<file path="src/rtl/fpu_mul_seq.sv">
`timescale 1ns/1ps
// fpu_mul_seq: sequential floating-point multiplier with configurable
// exponent/fraction widths, IEEE special cases, round-to-nearest-even,
// subnormal results and Z/C/N/V condition codes.
//
// Handshake: start is a level request sampled on a rising clock edge
// while the block is in IDLE or DONE. It is accepted on that edge, which
// also captures fpuIn1/fpuIn2. busy is high from the accepting edge
// until the DONE cycle ends. done is a one-cycle pulse in the cycle that
// fpuOut/condCodes first show the new result. There is no back-pressure:
// the result is simply held until the next result overwrites it.
module fpu_mul_seq #(
    parameter int EXPW  = 5,
    parameter int FRACW = 10
) (
    input  logic                     clock,
    input  logic                     reset,
    input  logic                     start,
    input  logic [EXPW+FRACW:0]      fpuIn1,
    input  logic [EXPW+FRACW:0]      fpuIn2,
    output logic [EXPW+FRACW:0]      fpuOut,
    output logic                     done,
    output logic                     busy,
    output logic [3:0]               condCodes,
    output logic [1:0]               dbgState
);

    localparam int W   = 1 + EXPW + FRACW;
    localparam int SW  = FRACW + 1;          // significand width incl. hidden bit
    localparam int PW  = 2 * SW;             // raw product width
    localparam int EW  = EXPW + 2;           // signed working exponent width
    localparam int LZW = $clog2(PW) + 1;     // holds any shift count 0..PW
    // Normalisation can subtract up to PW from the exponent, so it is done
    // in a wider signed type before being clamped into the subnormal range.
    localparam int XW  = EW + LZW + 1;

    localparam logic [EW-1:0]        BIAS_E = EW'((1 << (EXPW - 1)) - 1);
    localparam logic signed [XW-1:0] ONE_X  = 1;
    localparam logic signed [XW-1:0] PW_X   = PW;
    localparam logic signed [XW-1:0] EMAX_X = (1 << EXPW) - 1;

    typedef enum logic [1:0] {
        IDLE = 2'd0,
        MUL  = 2'd1,
        NORM = 2'd2,
        DONE = 2'd3
    } stateT;

    typedef enum logic [1:0] {
        SP_NONE = 2'd0,
        SP_NAN  = 2'd1,
        SP_INF  = 2'd2,
        SP_ZERO = 2'd3
    } specialT;

    stateT                 state;
    logic [FRACW-1:0]      count;
    logic [PW-1:0]         prod;      // {partial sum, remaining multiplier bits}
    logic [SW-1:0]         mcand;
    logic signed [EW-1:0]  expSum;
    logic                  signRes;
    specialT               special;

    assign dbgState = state;

    // ------------------------------------------------------------------
    // Operand decode at capture time
    // ------------------------------------------------------------------
    logic [EXPW-1:0]       exp1, exp2, eff1, eff2;
    logic [FRACW-1:0]      frac1, frac2;
    logic                  hid1, hid2;
    logic                  nan1, nan2, inf1, inf2, zero1, zero2;
    logic signed [EW-1:0]  expIn;
    specialT               specialIn;

    assign exp1  = fpuIn1[W-2:FRACW];
    assign exp2  = fpuIn2[W-2:FRACW];
    assign frac1 = fpuIn1[FRACW-1:0];
    assign frac2 = fpuIn2[FRACW-1:0];
    assign hid1  = |exp1;
    assign hid2  = |exp2;
    // Subnormals share the exponent of the smallest normal.
    assign eff1  = hid1 ? exp1 : EXPW'(1);
    assign eff2  = hid2 ? exp2 : EXPW'(1);
    assign nan1  = (&exp1) & (|frac1);
    assign nan2  = (&exp2) & (|frac2);
    assign inf1  = (&exp1) & ~(|frac1);
    assign inf2  = (&exp2) & ~(|frac2);
    assign zero1 = ~hid1 & ~(|frac1);
    assign zero2 = ~hid2 & ~(|frac2);
    assign expIn = $signed({2'b00, eff1}) + $signed({2'b00, eff2}) - $signed(BIAS_E);

    // Classify the operand pair; the multiply still runs for constant latency.
    always_comb begin
        specialIn = SP_NONE;
        if (nan1 || nan2 || (inf1 && zero2) || (zero1 && inf2)) begin
            specialIn = SP_NAN;
        end else if (inf1 || inf2) begin
            specialIn = SP_INF;
        end else if (zero1 || zero2) begin
            specialIn = SP_ZERO;
        end
    end

    // ------------------------------------------------------------------
    // One shift-add step: add multiplicand if the current multiplier LSB
    // is set, then shift the whole product register right by one.
    // ------------------------------------------------------------------
    logic [SW:0] addTerm;

    // Partial-sum adder for the current multiply step.
    always_comb begin
        addTerm = {1'b0, prod[PW-1:SW]} + (prod[0] ? {1'b0, mcand} : '0);
    end

    // ------------------------------------------------------------------
    // Normalise, denormalise, round, pack
    // ------------------------------------------------------------------
    logic [LZW-1:0]        lzc;
    logic                  lzFound;
    logic signed [XW-1:0]  expWide, lzcX, eN, shiftX, eAdj, eF;
    logic [PW-1:0]         normP, lostMask, subP;
    logic [LZW-1:0]        shAmt;
    logic                  lost, guard, rest, roundUp, inexact, overflow, isZero;
    logic [SW:0]           rounded;
    logic [SW-1:0]         mant;
    logic [EXPW-1:0]       expField;
    logic [W-1:0]          nextOut;
    logic [3:0]            nextCc;

    // Leading-zero count below the product MSB (leading one lands at PW-2).
    always_comb begin
        lzc     = '0;
        lzFound = 1'b0;
        for (int i = PW - 2; i >= 0; i--) begin
            if (!lzFound && prod[i]) begin
                lzc     = LZW'(PW - 2 - i);
                lzFound = 1'b1;
            end
        end
    end

    // Result datapath evaluated during NORM.
    always_comb begin
        expWide = {{(XW-EW){expSum[EW-1]}}, expSum};
        lzcX    = {{(XW-LZW){1'b0}}, lzc};

        // Bring the leading one to bit PW-2 (value in [1,2)).
        if (prod[PW-1]) begin
            normP = {1'b0, prod[PW-1:2], prod[1] | prod[0]};
            eN    = expWide + ONE_X;
        end else begin
            normP = prod << lzc;
            eN    = expWide - lzcX;
        end

        // Underflow: shift into the subnormal range, keeping lost bits sticky.
        shiftX = ONE_X - eN;
        shAmt  = '0;
        if (eN < ONE_X) begin
            if (shiftX > PW_X) begin
                shAmt = LZW'(PW);
            end else begin
                shAmt = shiftX[LZW-1:0];
            end
        end
        lostMask = ~({PW{1'b1}} << shAmt);
        lost     = |(normP & lostMask);
        subP     = (normP >> shAmt) | {{(PW-1){1'b0}}, lost};
        eAdj     = (eN < ONE_X) ? ONE_X : eN;

        // Round to nearest, ties to even. Everything below guard is sticky.
        guard    = subP[FRACW-1];
        rest     = |subP[FRACW-2:0];
        roundUp  = guard & (rest | subP[FRACW]);
        rounded  = subP[PW-1:FRACW] + {{SW{1'b0}}, roundUp};
        inexact  = guard | rest;

        // Carry out of the significand: renormalise. A subnormal that rounds
        // up into the hidden bit needs no shift; the hidden bit alone makes
        // it normal with the exponent already at 1.
        if (rounded[SW]) begin
            mant = rounded[SW:1];
            eF   = eAdj + ONE_X;
        end else begin
            mant = rounded[SW-1:0];
            eF   = eAdj;
        end

        overflow = (eF >= EMAX_X);
        expField = mant[FRACW] ? eF[EXPW-1:0] : '0;
        isZero   = ~(|expField) & ~(|mant[FRACW-1:0]);

        // Pack, with special cases overriding the arithmetic result.
        nextOut = {signRes, expField, mant[FRACW-1:0]};
        nextCc  = {isZero, inexact, signRes, 1'b0};
        case (special)
            SP_NAN: begin
                nextOut = {1'b0, {EXPW{1'b1}}, 1'b1, {(FRACW-1){1'b0}}};
                nextCc  = 4'b0000;
            end
            SP_INF: begin
                nextOut = {signRes, {EXPW{1'b1}}, {FRACW{1'b0}}};
                nextCc  = {2'b00, signRes, 1'b0};
            end
            SP_ZERO: begin
                nextOut = {signRes, {(W-1){1'b0}}};
                nextCc  = {1'b1, 1'b0, signRes, 1'b0};
            end
            default: begin
                if (overflow) begin
                    nextOut = {signRes, {EXPW{1'b1}}, {FRACW{1'b0}}};
                    nextCc  = {1'b0, 1'b1, signRes, 1'b1};
                end
            end
        endcase
    end

    // ------------------------------------------------------------------
    // Control FSM with registered outputs
    // ------------------------------------------------------------------
    // DONE accepts a new start just like IDLE, so a held start yields one
    // result every SW+2 cycles; MUL and NORM ignore start.
    always_ff @(posedge clock or negedge reset) begin
        if (!reset) begin
            state     <= IDLE;
            count     <= '0;
            prod      <= '0;
            mcand     <= '0;
            expSum    <= '0;
            signRes   <= 1'b0;
            special   <= SP_NONE;
            fpuOut    <= '0;
            condCodes <= '0;
            done      <= 1'b0;
            busy      <= 1'b0;
        end else begin
            done <= 1'b0;
            case (state)
                IDLE, DONE: begin
                    if (start) begin
                        state   <= MUL;
                        busy    <= 1'b1;
                        count   <= FRACW'(SW - 1);
                        prod    <= {{SW{1'b0}}, hid2, frac2};
                        mcand   <= {hid1, frac1};
                        expSum  <= expIn;
                        signRes <= fpuIn1[W-1] ^ fpuIn2[W-1];
                        special <= specialIn;
                    end else begin
                        state <= IDLE;
                        busy  <= 1'b0;
                    end
                end
                MUL: begin
                    prod <= {addTerm, prod[SW-1:1]};
                    if (count == '0) begin
                        state <= NORM;
                    end else begin
                        count <= count - 1'b1;
                    end
                end
                NORM: begin
                    fpuOut    <= nextOut;
                    condCodes <= nextCc;
                    done      <= 1'b1;
                    state     <= DONE;
                end
                default: begin
                    state <= IDLE;
                    busy  <= 1'b0;
                end
            endcase
        end
    end

endmodule

</file>
<file path="config.mk">
export PLATFORM = sky130hd
export DESIGN_NAME = fpu_mul_seq
export DESIGN_NICKNAME = d
export VERILOG_FILES = /design/src/rtl/fpu_mul_seq.sv
export SDC_FILE = /design/constraint.sdc
export NUM_CORES = 1
export LEC_CHECK = 0
export BUFFER_PORTS_ARGS = -buffer_cell sky130_fd_sc_hd__buf_2
export CAP_MARGIN = 20
export CORE_MARGIN = 5
export CORE_UTILIZATION = 30
export CTS_BUF_LIST = sky130_fd_sc_hd__clkbuf_2 sky130_fd_sc_hd__clkbuf_4 sky130_fd_sc_hd__clkbuf_8
export CTS_CLUSTER_DIAMETER = 60
export DETAILED_ROUTE_END_ITERATION = 10
export GPL_ROUTABILITY_DRIVEN = 0
export MAX_ROUTING_LAYER = met4
export PLACE_DENSITY = 0.56
export SYNTH_ARGS = -nofsm -noshare
export SYNTH_HDL_FRONTEND = slang
export SYNTH_SLANG_ARGS = --single-unit
</file>
<file path="constraint.sdc">
create_clock -name clock -period 7.4 [get_ports clock]
set_input_delay 0.37 -clock clock [delete_from_list [all_inputs] [get_ports clock]]
set_output_delay 0.37 -clock clock [all_outputs]
set_load 0.005 [all_outputs]
</file>
## Word-level counts from Yosys, hierarchy flattened

Cells that the tools add are included.
W data, S select, Z words.

- Memory bits (read-only): 0
- Output and inout bits: 24
- Bits in writable memories: 0
- Flip-flop bits (word level): 77
- Word-level logic and storage cells: 188
- Memories kept: 0
- Bits of input ports: 35
- Bits in latches: 0

- Add/sub/neg operators: 9
- Equality and inequality tests: 9
- Mux-type cells: 68
- Bitwise operators: 21
- Div/mod/pow operators: 0
- $mul: 0
- Shift-type cells: 3
- Order comparisons: 3
- Reduce and logical (&&, ||, !) cells: 64

Operator list:

| kind | number |
|---|---|
| $mux W6 | 21 |
| $pmux W16 S3 | 1 |
| $mux W22 | 2 |
| $pmux W22 S2 | 1 |
| $mux W14 | 3 |
| $reduce_or A10 Y1 | 3 |
| $mux W1 | 24 |
| $and A22 B22 Y22 | 1 |
| $logic_and A1 B1 Y1 | 22 |
| $mux W11 | 2 |
| $not A22 Y22 | 1 |
| $or A22 B1 Y22 | 1 |
| $reduce_or A22 Y1 | 1 |
| $shl A22 B6 Y22 | 1 |
| $shl A22 B6 Y22 const A | 1 |
| $shr A22 B6 Y22 | 1 |
| $logic_not A1 Y1 | 20 |
| $mux W10 | 2 |
| $pmux W10 S2 | 1 |
| $mux W15 | 1 |
| $mux W5 | 3 |
| $reduce_or A5 Y1 | 3 |
| $add A14 B2 Y14 const B | 1 |
| $ge A14 B6 Y1 const B | 1 |
| 30 further kinds | 59 |

## Depth between registers and ports, before layout

Gate-level depths: netlist (run 1).

- Depth after elaboration: 83
- Gate-level depth with buffers: 34
- Mapped depth without buffers: 32

## Worst setup path before layout (run 1)

No wires, ideal clock.

- Path type: flip-flop to flip-flop
- Start point: reg prod[20]
- End point: reg condCodes[3]
- Cell stages (with the launch flop): 31
- Path buffers: 4
- Arrival time: 7.391 ns
- Clock period less this slack: 7.483 ns
- Setup slack: -0.083 ns
- Cells stage by stage: dfrtp_1 -> clkbuf_1 -> nor4_1 -> and4_1 -> a22o_1 -> inv_1 -> clkbuf_1 -> ha_1 -> nor2b_1 -> fa_1 -> a211o_1 -> a21oi_1 -> o221ai_1 -> a2111oi_0 -> nor2b_1 -> mux2i_1 -> and3_1 -> clkbuf_1 -> clkbuf_1 -> nand2_1 -> nor3b_1 -> a221o_1 -> o21ai_1 -> inv_1 -> ha_1 -> o2111ai_1 -> o311ai_0 -> o41ai_1 -> o31ai_1 -> nand4_1 -> o31ai_2

- Word-level cells in the longest chain between the ends: 83
- Elaborated cells on any way between the ends: 112
- Those cells by class: add/sub (4); order compare (3); shift (3); mux (50); bitwise (8); reduce/logical (44)

Ends and longest elaborated chain:

| item | RTL line | RTL |
|---|---|---|
| start: declaration | 58 | `logic [PW-1:0] prod;` |
| start signal: assignment | 245 | `prod <= {{SW{1'b0}}, hid2, frac2};` |
| start signal: assignment | 256 | `prod <= {addTerm, prod[SW-1:1]};` |
| parallel branches: the longest is 81 deep, another holds $mux W1 | - |  |
| $mux W4 (*) | 211 | `if (overflow) begin` |
| $pmux W4 S3 (*) | 197 | `case (special)` |
| end signal: assignment | 265 | `condCodes <= nextCc;` |
| end: declaration | 24 | `output logic [3:0] condCodes,` |

Mark *: on every way between the ends.
A chain may end at the register's enable or synchronous reset.

## Worst setup path in the final report (run 1)

- Start point: reg prod[9]
- End point: reg condCodes[3]

- Word-level cells in the longest chain between the ends: 51
- Elaborated cells on any way between the ends: 70
- Those cells by class: add/sub (4); order compare (3); shift (3); mux (29); bitwise (8); reduce/logical (23)

Ends and longest elaborated chain:

| item | RTL line |
|---|---|
| parallel branches: the longest is 49 deep, another holds $logic_and A1 B1 Y1 | - |
| $mux W4 (*) | 211 |
| $pmux W4 S3 (*) | 197 |

Marked as above.

==> impl_metrics.yaml, run 1 <==
outcome:
  status: "finished clean"
logic_synthesis:
  synth_nets: 1203
  synth_warnings: 0
  ys_seq_elements: 76
  yosys_most_used_dff: "dfrtp_1"
  synth_top_area_frac: 0.219
  ys_top_cells_by_count: "nand2_1, nor2_1, dfrtp_1"
  syn-cell-area_sq_um: 8690
  seq_area_frac_synth: 0.219
  netlist_instances: 1127
  synthArstFlopShare: 1.00
  ys_types: 95
  yosysMostFrequentCell: "nand2_1"
  synth_area_leaders: "dfrtp_1, ha_1, nand2_1, nor2_1, o21ai_0"
  synth_edf_count: 0
  yosys.area.top_type: "dfrtp_1"
  synth_area_per_cell_sq_um: 7.71
placed_design:
  placed_area_sq_um: 9790
  hpwl_mm: 22.9
  io_buffers: 58
  dp_slack_ns: -0.0133
sta:
  tightestPinTransition_ns: 1.12
  fin_crit_sh: 0.963
  clock.fmax_mhz: 140
  hold_viol_final: 0
  min_period_ns: 7.13
  relSlewSlack: 0.251
  clock_skew_ns: 0.0183
  slew_violations: 0
  fin_setup_tns_ns: 0
  fin_ws_ns: 0.271
  setup_viol: 0
cells_and_area:
  drive_above_1_share: 0.204
  diodes: 0
  nets: 1286
  post-route-util: 0.357
  postLayoutCellArea_sq_um: 10200
  area_growth_pct: 17.6
die:
  pin_count: 59
  die_h_um: 180
  fp.dieW_um: 180
  die-area_sq_um: 32500
  std_cell_rows: 62
  core_sq_um: 28600
  start_util: 0.304
routing:
  firstDrtPassIters: 6
  vias: 9478
  viasPerCell: 5.93
  ant_nets: 0
  drtIter0Drc: 1060
  routed_wl_mm: 29.7
  drcViolationCount: 0
  drt-wirelength-per-cell_um: 18.6
clock_network:
  cts.htree.levels: 3
  clock_latency_ns: 0.37
  path_clk_slew_ns: 0.09
  numCtsBuffers: 9
  cts_tree: "yes"
  root_buffer: "clkbuf_8"
  clockBufferDepth: 2
  cts.sinks: 76
worst_hold_path:
  hp-class: "in -> reg"
grt:
  track_usage: 0.180
  antenna_found_initial: 0
  grt_max_degree: 65
  grt_pass1_vias: 9084
  grt_pass1_wl_mm: 48.2
  grt-ovfl-total: 0
worst_setup_path:
  path_max_fanout: 10
  cp-start-kind: "register"
  slowest_stage: "or4_1"
  critical_path_required_ns: 7.68
  end_kind: "register"
  max_stage_delay_ns: 0.60
  crit_type: "reg -> reg"
  rrSetupSlack_ns: 0.27
  arrival_ns: 7.41
run:
  cap_violations: 0
==> state kept, by name (all words and copies together) (netlist names) <==
| signal | cells |
|---|---|
| condCodes | 4 |
| signRes | 1 |
| special | 2 |
| busy | 1 |
| mcand | 11 |
| fpuOut | 15 |
| done | 1 |
| count | 10 |
| prod | 22 |
| dbgState | 2 |
| expSum | 7 |
==> worst max-delay path: cells and delay by family, from the launching register on <==
| kind | cells | cell delay (ns) |
|---|---|---|
| adder cells (fa/ha/maj) | 3 | 0.95 |
| XOR/XNOR | 1 | 0.19 |
| flip-flops | 1 | 0.54 |
| AND/OR/NAND/NOR | 10 | 2.73 |
| AO/OA/AOI/OAI | 9 | 1.58 |
| multiplexers | 2 | 0.49 |
| buffers and inverters | 4 | 0.55 |
==> logic make-up (layout without fill, tap and decap cells) <==
logic type | count (synthesis) | count (layout) | share of synthesized area
adders and majority gates | 41 | 41 | 0.0616
buffers and inverters | 138 | 225 | 0.0664
DFF | 76 | 76 | 0.219
and+or+nand+nor | 404 | 404 | 0.238
muxes | 47 | 47 | 0.0599
AOI/OAI and AO/OA | 386 | 386 | 0.319
xor gates and xnor gates | 35 | 35 | 0.0361
==> repair_timing <==
| action | in CTS | in global routing |
|---|---|---|
| pin swaps | 1 | 4 |
| setup endpoints to repair | 2 | 18 |
| resized for setup | 4 | 39 |
| buffers inserted | 2 | 3 |
| hold endpoints to repair | 12 | 0 |
| hold buffers | 1 | 0 |
==> stage by stage <==
| step | cells | hold WS [ns] |
|---|---|---|
| final | 1598 | 0.196 |
| after global routing | 1598 | 0.200 |
| after CTS | 1595 | 0.181 |
| after detailed placement | 1577 | 0.226 |
| after global placement | 1577 | 0.219 |
| after floorplan | 1127 | 0.0744 |
==> layout by cell type, fill, tap and decap left out, drive strengths merged, types with 29 or more instances in the layout <==
cell / count
buf: 150
nand2: 101
nor2: 97
dfrtp: 76
o21ai: 68
inv: 60
a21oi: 60
nand3: 42
ha: 38
mux2i: 29
==> worst paths after layout <==
kind / from / cells past startpoint / end
max in group asynchronous: reset / 3 / prod[15]$_DFFE_PN0P_
worst min-delay path: start / 2 / prod[10]$_DFFE_PN0P_
worst min register to register: mcand[9]$_DFFE_PN0P_ / 1 / mcand[9]$_DFFE_PN0P_
worst max-delay path: prod[9]$_DFFE_PN0P_ / 29 / condCodes[3]$_DFFE_PN0P_
min in group asynchronous: reset / 2 / fpuOut[9]$_DFFE_PN0P_
worst max register to register: prod[9]$_DFFE_PN0P_ / 29 / condCodes[3]$_DFFE_PN0P_
==> cell type report <==
type                            count  area [sq um]
Fill cell                        2996         18400
Tap cell                          384           480
Multi-Input combinational cell    913          6440
Clock buffer                        9           124
Inverter                           59           221
Sequential cell                    76          1900
Timing Repair Buffer              151          1010
Clock inverter                      6          47.5
==> metal layers <==
metal  share of wire  track usage
met1            0.45        0.250
met2            0.43        0.268
met3           0.080       0.0258
met4           0.039       0.0650
met5               0            -
Power of run 1 is left out: the tool's default activity adds up to more than one toggle a clock period on the data nets, which glitch-free logic cannot reach.
==> inputs of run 2 (changes only) <==
==> constraint.sdc (replaced) <==
create_clock -name clock -period 7.4 [get_ports clock]
set_input_delay 2.22 -clock clock [delete_from_list [all_inputs] [get_ports clock]]
set_output_delay 2.22 -clock clock [all_outputs]
set_load 0.005 [all_outputs]
==> run 2 against run 1 <==
Core utilization barely moved. Clock-buffer cell count is the same. Clock skew increased by 0.00085 ns. Via count up 0.13%. Non-clock buffer count fell by 1. Critical path depth did not move. Worst setup slack worse by 0.017 ns. Wire length fell by 0.11%. First-iteration DRC count rose by 7.7%. Register-to-register slack worse by 0.02 ns. Maximum frequency down 0.24%. Sequential share of layout area about the same. Critical path type unchanged. Highest routed layer unchanged.
==> impl_metrics.yaml, run 2 (same netlist as run 1, synthesis figures left out) <==
cells_and_area:
  regMostFlops: "prod"
  largest_reg_flops: 22
  drive_above_1_share: 0.204
  largest_registers: "prod (22), fpuOut (15), mcand (11)"
  area_growth_pct: 17.5
  instances_no_fill: 1597
  final_cell_mix: "nand2_1, nor2_1, buf_4, dfrtp_1, o21ai_0"
  n_fill_cell: 2997
  final_common_cell: "nand2_1"
  nets: 1285
  multi_input_area_sq_um: 6440
  postLayoutCellArea_sq_um: 10200
  diodes: 0
  seqCellArea_sq_um: 1900
die:
  die_h_um: 180
  die-area_sq_um: 32500
  pin_count: 59
  fp.dieW_um: 180
  start_util: 0.304
  std_cell_rows: 62
  core_sq_um: 28600
routing:
  routed_wl_mm: 29.7
  vias: 9490
  drcViolationCount: 0
  drtIter0Drc: 1142
  viasPerCell: 5.94
  drt-wirelength-per-cell_um: 18.6
  ant_nets: 0
  firstDrtPassIters: 6
outcome:
  status: "finished clean"
run:
  cap_violations: 0
grt:
  grt_pass1_vias: 9078
  antenna_found_initial: 0
  grt_max_degree: 65
  grt_pass1_wl_mm: 48.2
  grt-ovfl-total: 0
  track_usage: 0.180
clock_network:
  clockBufferDepth: 2
  cts_tree: "yes"
  cts.htree.levels: 3
  cts.sinks: 76
  clock_latency_ns: 0.37
  path_clk_slew_ns: 0.09
  root_buffer: "clkbuf_8"
  cts_hold_buffers: 0
  numCtsBuffers: 9
sta:
  min_period_ns: 7.15
  clock_skew_ns: 0.0192
  relSlewSlack: 0.211
  fin_crit_sh: 0.966
  setup_viol: 0
  slew_violations: 0
  tightestPinTransition_ns: 1.18
  hold_viol_final: 0
  clock.fmax_mhz: 140
worst_setup_path:
  end_kind: "register"
  critical_path_required_ns: 7.68
  cp-start-kind: "register"
  crit_buf_inv: 4
  crit_type: "reg -> reg"
  arrival_ns: 7.43
  cpLargestDelayFamily: "simple AND/OR/NAND/NOR gates"
  slowest_stage: "or4_1"
  path_max_fanout: 10
  max_stage_delay_ns: 0.60
worst_hold_path:
  hp-class: "reg -> reg"
placed_design:
  hpwl_mm: 22.9
  io_buffers: 58
  placed_area_sq_um: 9790
  placed_cells: 1577
==> run 2: final timing paths <==
path,startpoint,endpoint,slack [ns],cells past startpoint
setup / recovery,prod[9]$_DFFE_PN0P_,condCodes[3]$_DFFE_PN0P_,0.25,29
hold / removal,mcand[9]$_DFFE_PN0P_,mcand[9]$_DFFE_PN0P_,0.50,1
setup reg to reg,prod[9]$_DFFE_PN0P_,condCodes[3]$_DFFE_PN0P_,0.25,29
hold reg to reg,mcand[9]$_DFFE_PN0P_,mcand[9]$_DFFE_PN0P_,0.50,1
max in group asynchronous,reset,prod[15]$_DFFE_PN0P_,4.60,2
min in group asynchronous,reset,fpuOut[9]$_DFFE_PN0P_,1.68,1
==> run 2: repair_timing <==
item | in CTS | in global routing
resized for setup | 4 | 39
buffers inserted | 2 | 3
endpoints found under the setup margin | 2 | 18
pin swaps | 1 | 4
hold endpoints to repair | 0 | 0
==> run 2: final cells by class <==
cell class | count | area share
clock buffer | 9 | 0.0121
timing repair buffer | 150 | 0.0975
tap | 384 | 0.0470
sequential | 76 | 0.186
multi-input combinational | 913 | 0.631
inverter | 59 | 0.0217
clock inverter | 6 | 0.00465
==> run 2: routing by layer <==
metal,GRT usage,share of wire
met5,-,0
met4,0.0650,0.037
met3,0.0258,0.083
met2,0.268,0.43
met1,0.250,0.45
==> run 2: through the flow <==
stage / setup slack (ns) / utilization / TNS (ns) / hold slack [ns]
floorplan: 0.0256 / - / 0 / 0.442
global placement: 0.0542 / 0.342 / 0 / 0.482
detailed placement: -0.0133 / 0.342 / -0.0143 / 0.488
CTS: 0.0310 / 0.349 / 0 / 0.510
global route: -0.0597 / 0.357 / -0.0686 / 0.516
finish: 0.254 / 0.357 / 0 / 0.505
Power of run 2 is left out for the same reason.
==> inputs of run 3 (changes only) <==
--- a/config.mk
+++ b/config.mk
@@ -14,7 +14,7 @@
 export DETAILED_ROUTE_END_ITERATION = 10
 export GPL_ROUTABILITY_DRIVEN = 0
 export MAX_ROUTING_LAYER = met4
-export PLACE_DENSITY = 0.56
+export PLACE_DENSITY = 0.52
 export SYNTH_ARGS = -nofsm -noshare
 export SYNTH_HDL_FRONTEND = slang
 export SYNTH_SLANG_ARGS = --single-unit
==> run 3 against run 2 <==
Clock skew is 0.0076 ns lower. Critical path depth is 2 lower. Sequential share of layout area is 0.26 points lower.
==> impl_metrics.yaml, run 3 (same netlist as run 1, synthesis figures left out) <==
sta:
  slew_violations: 0
  fin_ws_ns: 0.277
  setup_viol: 0
  clock.fmax_mhz: 140
  hold_viol_final: 0
  fin_crit_sh: 0.963
  min_period_ns: 7.12
  relSlewSlack: 0.291
  clock_skew_ns: 0.0115
  tightestPinTransition_ns: 1.05
routing:
  drcViolationCount: 0
  vias: 9386
  firstDrtPassIters: 6
  drt-wirelength-per-cell_um: 18.8
  drtIter0Drc: 965
  viasPerCell: 5.84
  ant_nets: 0
  routed_wl_mm: 30.3
cells_and_area:
  diodes: 0
  postLayoutCellArea_sq_um: 10400
  largest_reg_flops: 22
  nets: 1295
  largest_registers: "prod (22), fpuOut (15), mcand (11)"
  final_cell_mix: "buf_4, nand2_1, nor2_1, dfrtp_1, o21ai_0"
  area_growth_pct: 19.4
  drive_above_1_share: 0.221
  final_common_cell: "buf_4"
  regMostFlops: "prod"
  n_fill_cell: 3038
worst_hold_path:
  hp-class: "reg -> reg"
  hold_depth: 2
die:
  std_cell_rows: 62
  die-area_sq_um: 32500
  start_util: 0.304
  core_sq_um: 28600
  pin_count: 59
  fp.dieW_um: 180
  die_h_um: 180
clock_network:
  numCtsBuffers: 9
  clockBufferDepth: 2
  root_buffer: "clkbuf_8"
  cts_tree: "yes"
  cts.htree.levels: 3
  cts.sinks: 76
  path_clk_slew_ns: 0.08
  clock_latency_ns: 0.36
worst_setup_path:
  max_stage_delay_ns: 0.57
  slowest_stage: "or4_4"
  cp-start-kind: "register"
  reg2reg_depth: 27
  arrival_ns: 7.39
  critical_path_required_ns: 7.67
  crit_type: "reg -> reg"
  path_max_fanout: 27
  end_kind: "register"
run:
  cap_violations: 0
grt:
  grt_pass1_wl_mm: 48.8
  antenna_found_initial: 0
  track_usage: 0.184
  grt_max_degree: 66
  grt_pass1_vias: 8799
  grt-ovfl-total: 0
placed_design:
  placed_area_sq_um: 9820
  io_buffers: 58
  hpwl_mm: 23.5
  dp_slack_ns: -0.258
outcome:
  status: "finished clean"
[run 3: per-layer routing]
layer	part of all wire	up-vias	track usage
li1	-	4471	-
met1	0.47	4479	0.261
met2	0.44	394	0.277
met3	0.069	42	0.0244
met4	0.021	0	0.0448
met5	0	-	-
[run 3: final timing paths]
| check | start | endpoint | slack (ns) |
|---|---|---|---|
| max in group asynchronous | reset | prod[6]$_DFFE_PN0P_ | 4.59 |
| min in group asynchronous | reset | fpuOut[1]$_DFFE_PN0P_ | 1.69 |
| worst min register to register | mcand[10]$_DFFE_PN0P_ | mcand[10]$_DFFE_PN0P_ | 0.49 |
| worst max register to register | prod[6]$_DFFE_PN0P_ | condCodes[3]$_DFFE_PN0P_ | 0.28 |
| worst max-delay path | prod[6]$_DFFE_PN0P_ | condCodes[3]$_DFFE_PN0P_ | 0.28 |
| worst min-delay path | mcand[10]$_DFFE_PN0P_ | mcand[10]$_DFFE_PN0P_ | 0.49 |
[run 3: layout make-up]
type                    count  area [sq um]  area share
multi-input cells         913          6520       0.628
flip-flops and latches     76          1910       0.184
repair buffers            160          1070       0.103
well taps                 384           480      0.0463
inverters                  59           221      0.0213
clock buffers              11           145      0.0140
clock inverters             5          35.0     0.00338
[run 3: stage by stage]
step,TNS [ns],hold slack (ns),cells,util
global route,-0.0966,0.534,1608,0.363
detailed placement,-1.36,0.481,1581,0.343
floorplan,0,0.442,1127,-
CTS,0,0.500,1598,0.351
global placement,-0.301,0.468,1581,0.343
finish,0,0.487,1608,0.363
[run 3: worst max-delay path, delay by kind of cell, from the launching register on]
family          cells  cell delay (ns)
compound gates     10             2.25
xor+xnor            1             0.09
buf+inv             4             0.65
fa+ha+maj           1             0.35
flops               1             0.45
mux                 2             0.48
simple gates        9             2.76
[run 3: what timing repair did]
action | in CTS | in global routing
buffers inserted | 1 | 10
setup endpoints to repair | 13 | 18
gates resized for setup | 8 | 50
hold buffers | 0 | 0
pin swaps | 1 | 6
Power of run 3 is left out for the same reason.
